--- src/rtl/program_loader_pkg.sv ---
// Shared constants for the Brainfuck program loader: FSM states, opcodes,
// terminator bytes and error codes.
package program_loader_pkg;

   typedef enum logic [1:0] {
      IDLE,
      LOAD,
      DONE,
      ERR
   } state_t;

   localparam logic [3:0] OP_HALT  = 4'd0;
   localparam logic [3:0] OP_RIGHT = 4'd1;
   localparam logic [3:0] OP_LEFT  = 4'd2;
   localparam logic [3:0] OP_INC   = 4'd3;
   localparam logic [3:0] OP_DEC   = 4'd4;
   localparam logic [3:0] OP_OUT   = 4'd5;
   localparam logic [3:0] OP_IN    = 4'd6;
   localparam logic [3:0] OP_JZ    = 4'd7;
   localparam logic [3:0] OP_JNZ   = 4'd8;

   localparam logic [7:0] TERM_BANG = 8'h21;
   localparam logic [7:0] TERM_NUL  = 8'h00;

   localparam logic [1:0] ERR_NONE     = 2'b00;
   localparam logic [1:0] ERR_OVERFLOW = 2'b01;
   localparam logic [1:0] ERR_CLOSE    = 2'b10;
   localparam logic [1:0] ERR_NEST     = 2'b11;

endpackage

--- src/rtl/program_loader_bf_char_decode.sv ---
// Combinational ASCII classifier: flags Brainfuck commands and load
// terminators, and maps commands to their program-memory opcode.
module bf_char_decode
   import program_loader_pkg::*;
(
   input  logic [7:0] ch,
   output logic       is_bf,
   output logic       is_term,
   output logic [3:0] opcode
);

   always_comb begin
      is_bf   = 1'b1;
      is_term = 1'b0;
      opcode  = OP_HALT;
      unique case (ch)
         8'h3E:     opcode = OP_RIGHT;
         8'h3C:     opcode = OP_LEFT;
         8'h2B:     opcode = OP_INC;
         8'h2D:     opcode = OP_DEC;
         8'h2E:     opcode = OP_OUT;
         8'h2C:     opcode = OP_IN;
         8'h5B:     opcode = OP_JZ;
         8'h5D:     opcode = OP_JNZ;
         TERM_BANG,
         TERM_NUL: begin
            is_bf   = 1'b0;
            is_term = 1'b1;
         end
         default:   is_bf = 1'b0;
      endcase
   end

endmodule

--- src/rtl/program_loader.sv ---
// Streams ASCII Brainfuck from a UART-style byte source into program memory.
// Define LOADER_BRACKET_CHECK_EN to enable bracket nesting validation.
module program_loader
   import program_loader_pkg::*;
#(
   parameter  int unsigned DATA_W   = 8,
   parameter  int unsigned DEPTH    = 16,
   parameter  int unsigned MAX_NEST = 7,
   localparam int unsigned AW       = $clog2(DEPTH)
) (
   input  logic              clk_i,
   input  logic              rst_i,
   input  logic              start_i,
   input  logic              rx_valid_i,
   input  logic [7:0]        rx_data_i,
   output logic              rx_ready_o,
   output logic              wen_o,
   output logic [AW-1:0]     waddr_o,
   output logic [DATA_W-1:0] wdata_o,
   output logic              busy_o,
   output logic              done_o,
   output logic              err_o,
   output logic [1:0]        err_code_o,
   output logic [AW-1:0]     len_o
);

   localparam logic [AW-1:0] LAST = AW'(DEPTH - 1);

   state_t        state;
   logic [AW-1:0] ptr;
   logic          is_bf;
   logic          is_term;
   logic [3:0]    opcode;

   logic          accept;
   logic          bad_open;
   logic          bad_close;
   logic          bad_term;
   logic          do_write;
   logic          do_finish;
   logic          fault;
   logic [1:0]    fault_code;
   logic [3:0]    wr_op;

   bf_char_decode u_decode (
      .ch      (rx_data_i),
      .is_bf   (is_bf),
      .is_term (is_term),
      .opcode  (opcode)
   );

`ifdef LOADER_BRACKET_CHECK_EN
   localparam int unsigned NW = $clog2(MAX_NEST + 1);
   logic [NW-1:0] nest;

   always_comb begin
      bad_open  = (opcode == OP_JZ)  && (nest == NW'(MAX_NEST));
      bad_close = (opcode == OP_JNZ) && (nest == '0);
      bad_term  = (nest != '0);
   end
`else
   always_comb begin
      bad_open  = 1'b0;
      bad_close = 1'b0;
      bad_term  = 1'b0;
   end
`endif

   assign rx_ready_o = (state == LOAD);
   assign busy_o     = (state == LOAD);

   // Overflow is tested before bracket checks so a full buffer always reports 01.
   always_comb begin
      accept     = (state == LOAD) && rx_valid_i && !start_i;
      do_write   = 1'b0;
      do_finish  = 1'b0;
      fault      = 1'b0;
      fault_code = ERR_NONE;
      wr_op      = opcode;
      if (accept) begin
         if (is_term) begin
            if (bad_term) begin
               fault      = 1'b1;
               fault_code = ERR_NEST;
            end else begin
               do_write  = 1'b1;
               do_finish = 1'b1;
               wr_op     = OP_HALT;
            end
         end else if (is_bf) begin
            if (ptr == LAST) begin
               fault      = 1'b1;
               fault_code = ERR_OVERFLOW;
            end else if (bad_close) begin
               fault      = 1'b1;
               fault_code = ERR_CLOSE;
            end else if (bad_open) begin
               fault      = 1'b1;
               fault_code = ERR_NEST;
            end else begin
               do_write = 1'b1;
            end
         end
      end
   end

   always_ff @(posedge clk_i) begin
      if (!rst_i) begin
         state      <= IDLE;
         ptr        <= '0;
         wen_o      <= 1'b0;
         waddr_o    <= '0;
         wdata_o    <= '0;
         done_o     <= 1'b0;
         err_o      <= 1'b0;
         err_code_o <= ERR_NONE;
         len_o      <= '0;
`ifdef LOADER_BRACKET_CHECK_EN
         nest       <= '0;
`endif
      end else begin
         wen_o <= 1'b0;
         if (start_i) begin
            state      <= LOAD;
            ptr        <= '0;
            done_o     <= 1'b0;
            err_o      <= 1'b0;
            err_code_o <= ERR_NONE;
            len_o      <= '0;
`ifdef LOADER_BRACKET_CHECK_EN
            nest       <= '0;
`endif
         end else begin
            if (do_write) begin
               wen_o   <= 1'b1;
               waddr_o <= ptr;
               wdata_o <= DATA_W'(wr_op);
            end
            if (do_finish) begin
               len_o  <= ptr;
               done_o <= 1'b1;
               state  <= DONE;
            end else if (do_write) begin
               ptr <= ptr + AW'(1);
`ifdef LOADER_BRACKET_CHECK_EN
               if (opcode == OP_JZ)
                  nest <= nest + NW'(1);
               else if (opcode == OP_JNZ)
                  nest <= nest - NW'(1);
`endif
            end
            if (fault) begin
               err_o      <= 1'b1;
               err_code_o <= fault_code;
               state      <= ERR;
            end
         end
      end
   end

endmodule

--- config.mk ---
export PLATFORM = sky130hd
export DESIGN_NAME = program_loader
export DESIGN_NICKNAME = d
export VERILOG_FILES = /design/src/rtl/program_loader_pkg.sv /design/src/rtl/program_loader_bf_char_decode.sv /design/src/rtl/program_loader.sv
export SDC_FILE = /design/constraint.sdc
export NUM_CORES = 1
export LEC_CHECK = 0
export BUFFER_PORTS_ARGS = -buffer_cell sky130_fd_sc_hd__buf_2
export CAP_MARGIN = 0
export CORE_ASPECT_RATIO = 0.6
export CORE_UTILIZATION = 45
export CTS_CLUSTER_SIZE = 30
export DETAILED_ROUTE_END_ITERATION = 16
export PLACE_DENSITY = 0.71
export SLEW_MARGIN = 10
export SYNTH_ARGS = -nofsm -noshare
export SYNTH_HDL_FRONTEND = slang
export SYNTH_SLANG_ARGS = --single-unit
--- constraint.sdc ---
create_clock -name clk_i -period 2 [get_ports clk_i]
set_clock_uncertainty 0.15 [all_clocks]
set_input_delay 0.2 -clock clk_i [delete_from_list [all_inputs] [get_ports clk_i]]
set_output_delay 0.2 -clock clk_i [all_outputs]
set_load 0.1 [all_outputs]
# == Word-level counts from Yosys, hierarchy flattened ==
# Index checks and enable logic that the tools add are counted.
# W data, S select, Z words.
# totals
input_bits,12
word_cells,59
out_inout_bits,23
ff_bits,23
# classes
n_bitwise,3
muxes,23
n_reduce_logical,11
eq_ne,11
add_sub_neg,1
# op_table
cell,n
$eq A8 B6 Y1 const B,7
$pmux W4 S8,1
$mux W1,18
$eq A8 B7 Y1 const B,2
$logic_not A8 Y1,1
$mux W4,2
$reduce_or A8 Y1,1
$add A4 B1 Y4 const B,1
$eq A4 B4 Y1 const B,1
$mux W2,2
$reduce_and A2 Y1,2
$reduce_or A2 Y1,2
$not A1 Y1,3
$reduce_bool A3 Y1,1
$eq A2 B1 Y1 const B,1
$logic_and A1 B1 Y1,2
$reduce_bool A2 Y1,1
$logic_not A1 Y1,1

# == Depth between registers and ports, before layout ==
# Gate-level depths: netlist (run 1).
# depth
ltp_word,8
ltp_mapped,7
mapped_depth_nobuf,6

# == Modules after synthesis ==
# A second synthesis (run 1) with hierarchy kept.
# unflattened
cells_unflattened,135
area_unflattened_um2,1131.1
# modules_own_cells
mod,area_per_inst_um2,seq_area_each_um2,n_inst,cells_per_inst
program_loader,912.1,440.4,1,102
bf_char_decode,219.0,0.0,1,33

# == Least setup slack after synthesis (run 1) ==
# Ideal clock, no wire load.
# synth_path
kind,reg2out
start,register state[0]
end,output rx_ready_o
path_slack_ns,-0.554
path_buffers,1
stages_incl_launch_ff,3
t_arrival_ns,2.204
path_cell_list,dfxtp_1 > nor2b_1 > buf_4
# synth_between
elab_chain_cells,1
# synth_lines
item,line,text
"start, declared",program_loader.sv:29,state_t state;
"start signal, assigned",program_loader.sv:109,state <= IDLE;
"start signal, assigned",program_loader.sv:124,state <= LOAD;
"start signal, assigned",program_loader.sv:142,state <= DONE;
$eq A2 B1 Y1,n/a,
"end, declared",program_loader.sv:16,"output logic rx_ready_o,"
# Every way passes these cells.

# == Worst setup path after layout (run 1) ==
# layout_path
start,register state[1]
end,register ptr[2]
# layout_between
elab_chain_cells,6
# layout_lines
item,line,text
$eq A2 B1 Y1 *,program_loader.sv:74,accept = (state == LOAD) && rx_valid_i && !start_i;
$logic_and A1 B1 Y1 * (2 in series),program_loader.sv:74,
$mux W1,program_loader.sv:80,if (accept) begin
$not A1 Y1 (no source line),n/a,
$reduce_and A2 Y1 (no source line) *,n/a,
"end signal, assigned",program_loader.sv:144,ptr <= ptr + AW'(1);
"end, declared",program_loader.sv:30,logic [AW-1:0] ptr;
# Mark *: on every way between the ends. The rest lies on a longest branch, timed or not.
# A chain may end at the register's enable or synchronous reset.

==> results of run 1 <==
[cell usage in the layout (no fill, tap or decap), types with 3 or more instances in the layout]
| cell type | instances |
|---|---|
| nand3_1 | 8 |
| buf_2 | 29 |
| buf_4 | 19 |
| nand2_1 | 22 |
| nor2_1 | 4 |
| mux2i_1 | 4 |
| o21ai_0 | 9 |
| clkbuf_8 | 3 |
| a21oi_1 | 9 |
| dfxtp_1 | 22 |
| or3_1 | 3 |
| conb_1 | 5 |
[power breakdown]
group	switching (µW)	total (µW)	leakage [µW]	internal (µW)
sequential	1.42	441	0.000177	439
combinational	118	155	0.000434	37.6
clock	148	415	0.0000357	268
[tightest hold or removal path: stages]
cell and delay (ns):
buf_2 0.11, o21ai_0 0.07, nor2_1 0.09
[cell families (layout without fill, tap and decap cells)]
group | Yosys count | after routing | share of synthesized area (%)
DFF | 22 | 22 | 37.7
adders and majority gates | 1 | 1 | 1.07
other | 1 | 5 | 0.321
AOI/OAI and AO/OA | 34 | 34 | 19.9
and+or+nand+nor | 60 | 60 | 30.4
muxes | 4 | 4 | 3.43
buffers and inverters | 13 | 53 | 6.32
xor gates and xnor gates | 1 | 1 | 0.750
[flip-flops by register name, summed over array words and instances (netlist names)]
signal,flops
len_o,4
state,2
err_code_o,1
waddr_o,4
wen_o,1
done_o,1
err_o,1
wdata_o,4
ptr,4
[cell type report]
type / instances / area (µm²)
Timing Repair Buffer: 48 / 288
Multi-Input combinational cell: 105 / 686
Sequential cell: 22 / 440
Clock inverter: 1 / 30.0
Tap cell: 30 / 37.5
Clock buffer: 3 / 41.3
Fill cell: 192 / 783
Inverter: 1 / 3.75
[final timing paths]
path / start / endpoint / slack, ns
worst max register to register: state[1]$_SDFFE_PP0P_ / ptr[2]$_SDFFE_PP0P_ / 0.09
worst min-delay path: start_i / state[0]$_SDFFE_PN0P_ / 0.09
worst min register to register: len_o[2]$_SDFFE_PP0P_ / len_o[2]$_SDFFE_PP0P_ / 0.31
worst max-delay path: state[1]$_SDFFE_PP0P_ / ptr[2]$_SDFFE_PP0P_ / 0.09
[layer usage]
layer,track usage [%],vias up
met5,0,-
met4,8.94,0
met3,5.77,7
met2,32.7,52
met1,38.3,562
li1,-,572
[per-stage QoR]
step                utilization, %  setup slack, ns  cell area (µm²)  total power, µW  setup TNS (ns)
global placement              62.4           0.0405             1440              600               0
finish                        66.1           0.0901             1530             1010               0
detailed placement            62.4        -0.000163             1440              602       -0.000163
CTS                           65.4           0.0410             1510             1010               0
floorplan                        -           0.0424             1180              571               0
global route                  66.1           0.0102             1530             1040               0
==> flow_metrics.py, run 1 <==
metrics = {
    "clocking": {
        "cts_tree": "built",
        "clock_latency_ns": 0.26,
        "cts_max_path_buffers": 2,
        "h-tree-depth": 1,
        "post-cts-setup-buffer-count": 0,
        "clock_sinks": 22,
        "cts_buffers": 3,
        "clock-root-buffer": "clkbuf_8",
        "cts_resized": 0,
        "clk_pin_slew_ns": 0.08,
        "ctsHoldBuffers": 0,
    },
    "timing": {
        "finalHoldWorstSlack_ns": 0.0857,
        "maxSlewViolCount": 0,
        "hold_viol": 0,
        "rsz0062_at_grt": "no",
        "fin_crit_ns": 1.91,
        "fin_crit_sh_pct": 95.5,
        "max_freq_mhz": 524,
        "setup_viol": 0,
    },
    "grt": {
        "antenna_found_initial": 0,
        "grt_pass1_vias": 1056,
        "overflow": 0,
        "grt_max_degree": 18,
        "grtUsageTotal_pct": 24.9,
        "grt_pass1_wl_mm": 5.14,
    },
    "routing": {
        "drt_iter0_markers": 65,
        "met3_length_um": 233,
        "wl_met2_mm": 1.31,
        "num_vias": 1193,
        "drt_first_pass_iters": 4,
        "viasPerCell": 5.68,
        "wl_met1_mm": 1.51,
        "antenna_left": 0,
        "highest_layer": "met4",
        "drt-total-wl_mm": 3.10,
        "wl_per_cell_um": 14.8,
        "route.detailed.drc": 0,
    },
    "logic_synthesis": {
        "synthTopCellsByCount": "dfxtp_1, nand2_1, a21oi_1, o21ai_0, nand3_1",
        "yosys_most_used_dff": "dfxtp_1",
        "ys_types": 43,
        "async_reset_ff_share_pct": 0,
        "syn_inst": 136,
        "synth_top_area_share_pct": 37.7,
        "yosys-top-cells-area": "dfxtp_1, nand2_1, a21oi_1, o21ai_0, buf_4",
        "synth_top_cell_by_area": "dfxtp_1",
        "synth-edff-count": 0,
        "netlist_area_um2": 1170,
        "avgSynthCellArea_um2": 8.58,
        "synth-seq-cells": 22,
        "ys_seq_area_share_pct": 37.7,
        "yosysWarnings": 0,
    },
    "floorplanning": {
        "start_util_pct": 50.5,
        "dieArea_um2": 2810,
        "row_count": 13,
        "die_w_um": 67.8,
        "core_um2": 2310,
        "pin_count": 35,
        "die_h_um": 41.5,
    },
    "setup_path": {
        "cp.depth": 5,
        "cpMaxStageDelayCell": "or4_4",
        "max_stage_delay_ns": 0.60,
        "critical_path_buf_inv_count": 0,
        "path_max_fanout": 5,
        "setup.worst_path.end_class": "register",
        "reg2regPathDepth": 5,
        "startpoint_type": "register",
        "crit_chain": "nand4bb_2, or4_4, and2_4, a31oi_1, a41o_1",
        "path_delay_family": "simple AND/OR/NAND/NOR gates",
        "critical_path_class": "reg2reg",
        "crit_arrival_ns": 1.97,
        "cp.required_ns": 2.06,
    },
    "place": {
        "hpwl_mm": 2.34,
        "portBuffers": 29,
        "dp.cells": 206,
        "gp_congestion": 0.912,
    },
    "finish": {
        "num_antenna_cells": 0,
        "nets": 194,
        "instances_no_fill": 210,
        "drive_above_1_share_pct": 34.4,
        "syn_to_final_growth_pct": 30.8,
    },
    "status": {
        "outcome": "finished, final reports clean",
    },
    "flow_run": {
        "maxCapViolations": 0,
    },
    "hold_path": {
        "hp-class": "in2reg",
        "min_path_cells": 3,
    },
    "power": {
        "p_leak_uw": 0.000647,
        "power-per-cell-area_nw_per_um2": 662,
        "ir_worst_vdd_uv": 326,
    },
}
(Power assumes the default switching activity.)
==> run 2, diff against run 1 <==
- REMOVE_ABC_BUFFERS: default -> 1
==> flow_metrics.py, run 2 (same netlist as run 1, synthesis figures left out) <==
metrics = {
    "setup_path": {
        "critical_path_buf_inv_count": 0,
        "cp-endpoint": "ptr[2]$_SDFFE_PP0P_",
        "path_max_fanout": 5,
        "setup.worst_path.end_class": "register",
        "critical_path_class": "reg2reg",
        "max_stage_delay_ns": 0.62,
        "crit_arrival_ns": 1.95,
        "cpMaxStageDelayCell": "or4_4",
        "cp.depth": 5,
        "path_delay_family": "simple AND/OR/NAND/NOR gates",
        "crit_start": "state[1]$_SDFFE_PP0P_",
        "r2r-start": "state[1]$_SDFFE_PP0P_",
        "crit_chain": "nand4bb_1, or4_4, and2_4, a31oi_1, a41o_1",
        "cp.required_ns": 2.06,
        "reg2reg_to": "ptr[2]$_SDFFE_PP0P_",
        "reg2regPathDepth": 5,
        "reg2reg_setup_slack_ns": 0.12,
        "startpoint_type": "register",
    },
    "floorplanning": {
        "row_count": 13,
        "core_um2": 2310,
        "dieArea_um2": 2810,
        "die_h_um": 41.5,
        "pin_count": 35,
        "start_util_pct": 50.5,
        "die_w_um": 67.8,
    },
    "timing": {
        "fin_crit_sh_pct": 94.0,
        "finalHoldWorstSlack_ns": 0.0858,
        "setup_viol": 0,
        "setup_tns_ns": 0,
        "setup_slack_ns": 0.120,
        "max_freq_mhz": 532,
        "fin_crit_ns": 1.88,
        "hold_viol": 0,
        "rsz0062_at_grt": "no",
        "maxSlewViolCount": 0,
    },
    "place": {
        "portBuffers": 29,
        "place_ws_ns": -0.00150,
        "hpwl_mm": 2.35,
        "dp.cells": 207,
        "gp_congestion": 0.920,
    },
    "power": {
        "power-per-cell-area_nw_per_um2": 586,
        "switchingPower_uw": 261,
        "switching_share_pct": 29.9,
        "p_leak_uw": 0.000636,
        "p_total_uw": 873,
        "p_comb_share_pct": 17.7,
        "power_frac_clock_pct": 31.9,
        "p_int_uw": 612,
        "ir_worst_vdd_uv": 377,
        "sequentialPowerShare_pct": 50.5,
    },
    "routing": {
        "route.detailed.drc": 0,
        "antenna_left": 0,
        "drt_iter0_markers": 69,
        "viasPerCell": 5.50,
        "num_vias": 1155,
        "drt_first_pass_iters": 4,
        "wl_per_cell_um": 14.4,
        "drt-total-wl_mm": 3.03,
    },
    "grt": {
        "grt_max_degree": 18,
        "overflow": 0,
        "grtUsageTotal_pct": 25.4,
        "grt_pass1_vias": 1071,
        "antenna_found_initial": 0,
        "grt_pass1_wl_mm": 5.14,
    },
    "clocking": {
        "h-tree-depth": 1,
        "clock_sinks": 22,
        "cts_buffers": 3,
        "cts_max_path_buffers": 2,
        "clock_latency_ns": 0.27,
        "cts_tree": "built",
        "clk_pin_slew_ns": 0.08,
        "clock-root-buffer": "clkbuf_8",
        "ctsHoldBuffers": 0,
    },
    "finish": {
        "mostFrequentLayoutCells": "buf_2, nand2_1, dfxtp_1",
        "instances_no_fill": 210,
        "num_antenna_cells": 0,
        "nets": 195,
        "syn_to_final_growth_pct": 27.7,
        "final_common_cell": "buf_2",
        "drive_above_1_share_pct": 32.8,
        "fillers": 201,
    },
    "hold_path": {
        "hp-class": "in2reg",
    },
    "flow_run": {
        "maxCapViolations": 0,
    },
    "status": {
        "outcome": "finished, final reports clean",
    },
}
-- run 2: worst min path at each step --
stage                     startpoint                       to  slack (ns)  cells past startpoint
3_3_place_gp   len_o[0]$_SDFFE_PP0P_    len_o[0]$_SDFFE_PP0P_        0.29                      2
3_5_place_dp   len_o[1]$_SDFFE_PP0P_    len_o[1]$_SDFFE_PP0P_        0.29                      2
6_report                     start_i    state[0]$_SDFFE_PN0P_        0.09                      3
2_1_floorplan                  rst_i  wdata_o[3]$_SDFFE_PN0P_        0.19                      2
5_1_grt                      start_i    state[1]$_SDFFE_PP0P_        0.12                      3
4_1_cts                      start_i    state[0]$_SDFFE_PN0P_        0.08                      3
-- run 2: final cells by class --
type	count	area [µm²]	share of cell area, %
Multi-Input combinational cell	105	672	45.1
Sequential cell	22	440	29.6
Timing Repair Buffer	49	295	19.8
Clock buffer	3	41.3	2.77
Tap cell	30	37.5	2.52
Inverter	1	3.75	0.252
-- run 2: power groups by stage --
stage                     registers [µW]  clock network [µW]  logic, µW
final                                441                 278        155
after global routing                 441                 304        165
after CTS                            441                 286        153
after detailed placement             451                   0        152
after global placement               451                   0        149
after floorplan                      455                   0       97.4
-- run 2: stage by stage --
step,util (%),instance area (µm²)
6_report,64.5,1490
5_1_grt,64.5,1490
4_1_cts,64.4,1490
3_5_place_dp,62.6,1450
3_3_place_gp,62.6,1450
2_1_floorplan,-,1110
-- run 2: repair_timing --
item                                    4_1_cts  5_1_grt
buffers inserted                              0        0
endpoints found under the setup margin        0        1
resized for setup                             0        1
-- run 2: metal layers --
metal	global-route usage (%)	vias up	wire length [µm]
met5	0	-	0
met4	10.6	0	52
met3	7.42	7	178
met2	33.9	43	1230
met1	37.1	527	1570
li1	-	578	-
-- run 2: tightest hold or removal path, delay by kind of cell --
kind / cells / cell delay, ns
and+or+nand+nor: 1 / 0.10
AOI/OAI and AO/OA: 1 / 0.07
buffers and inverters: 1 / 0.10
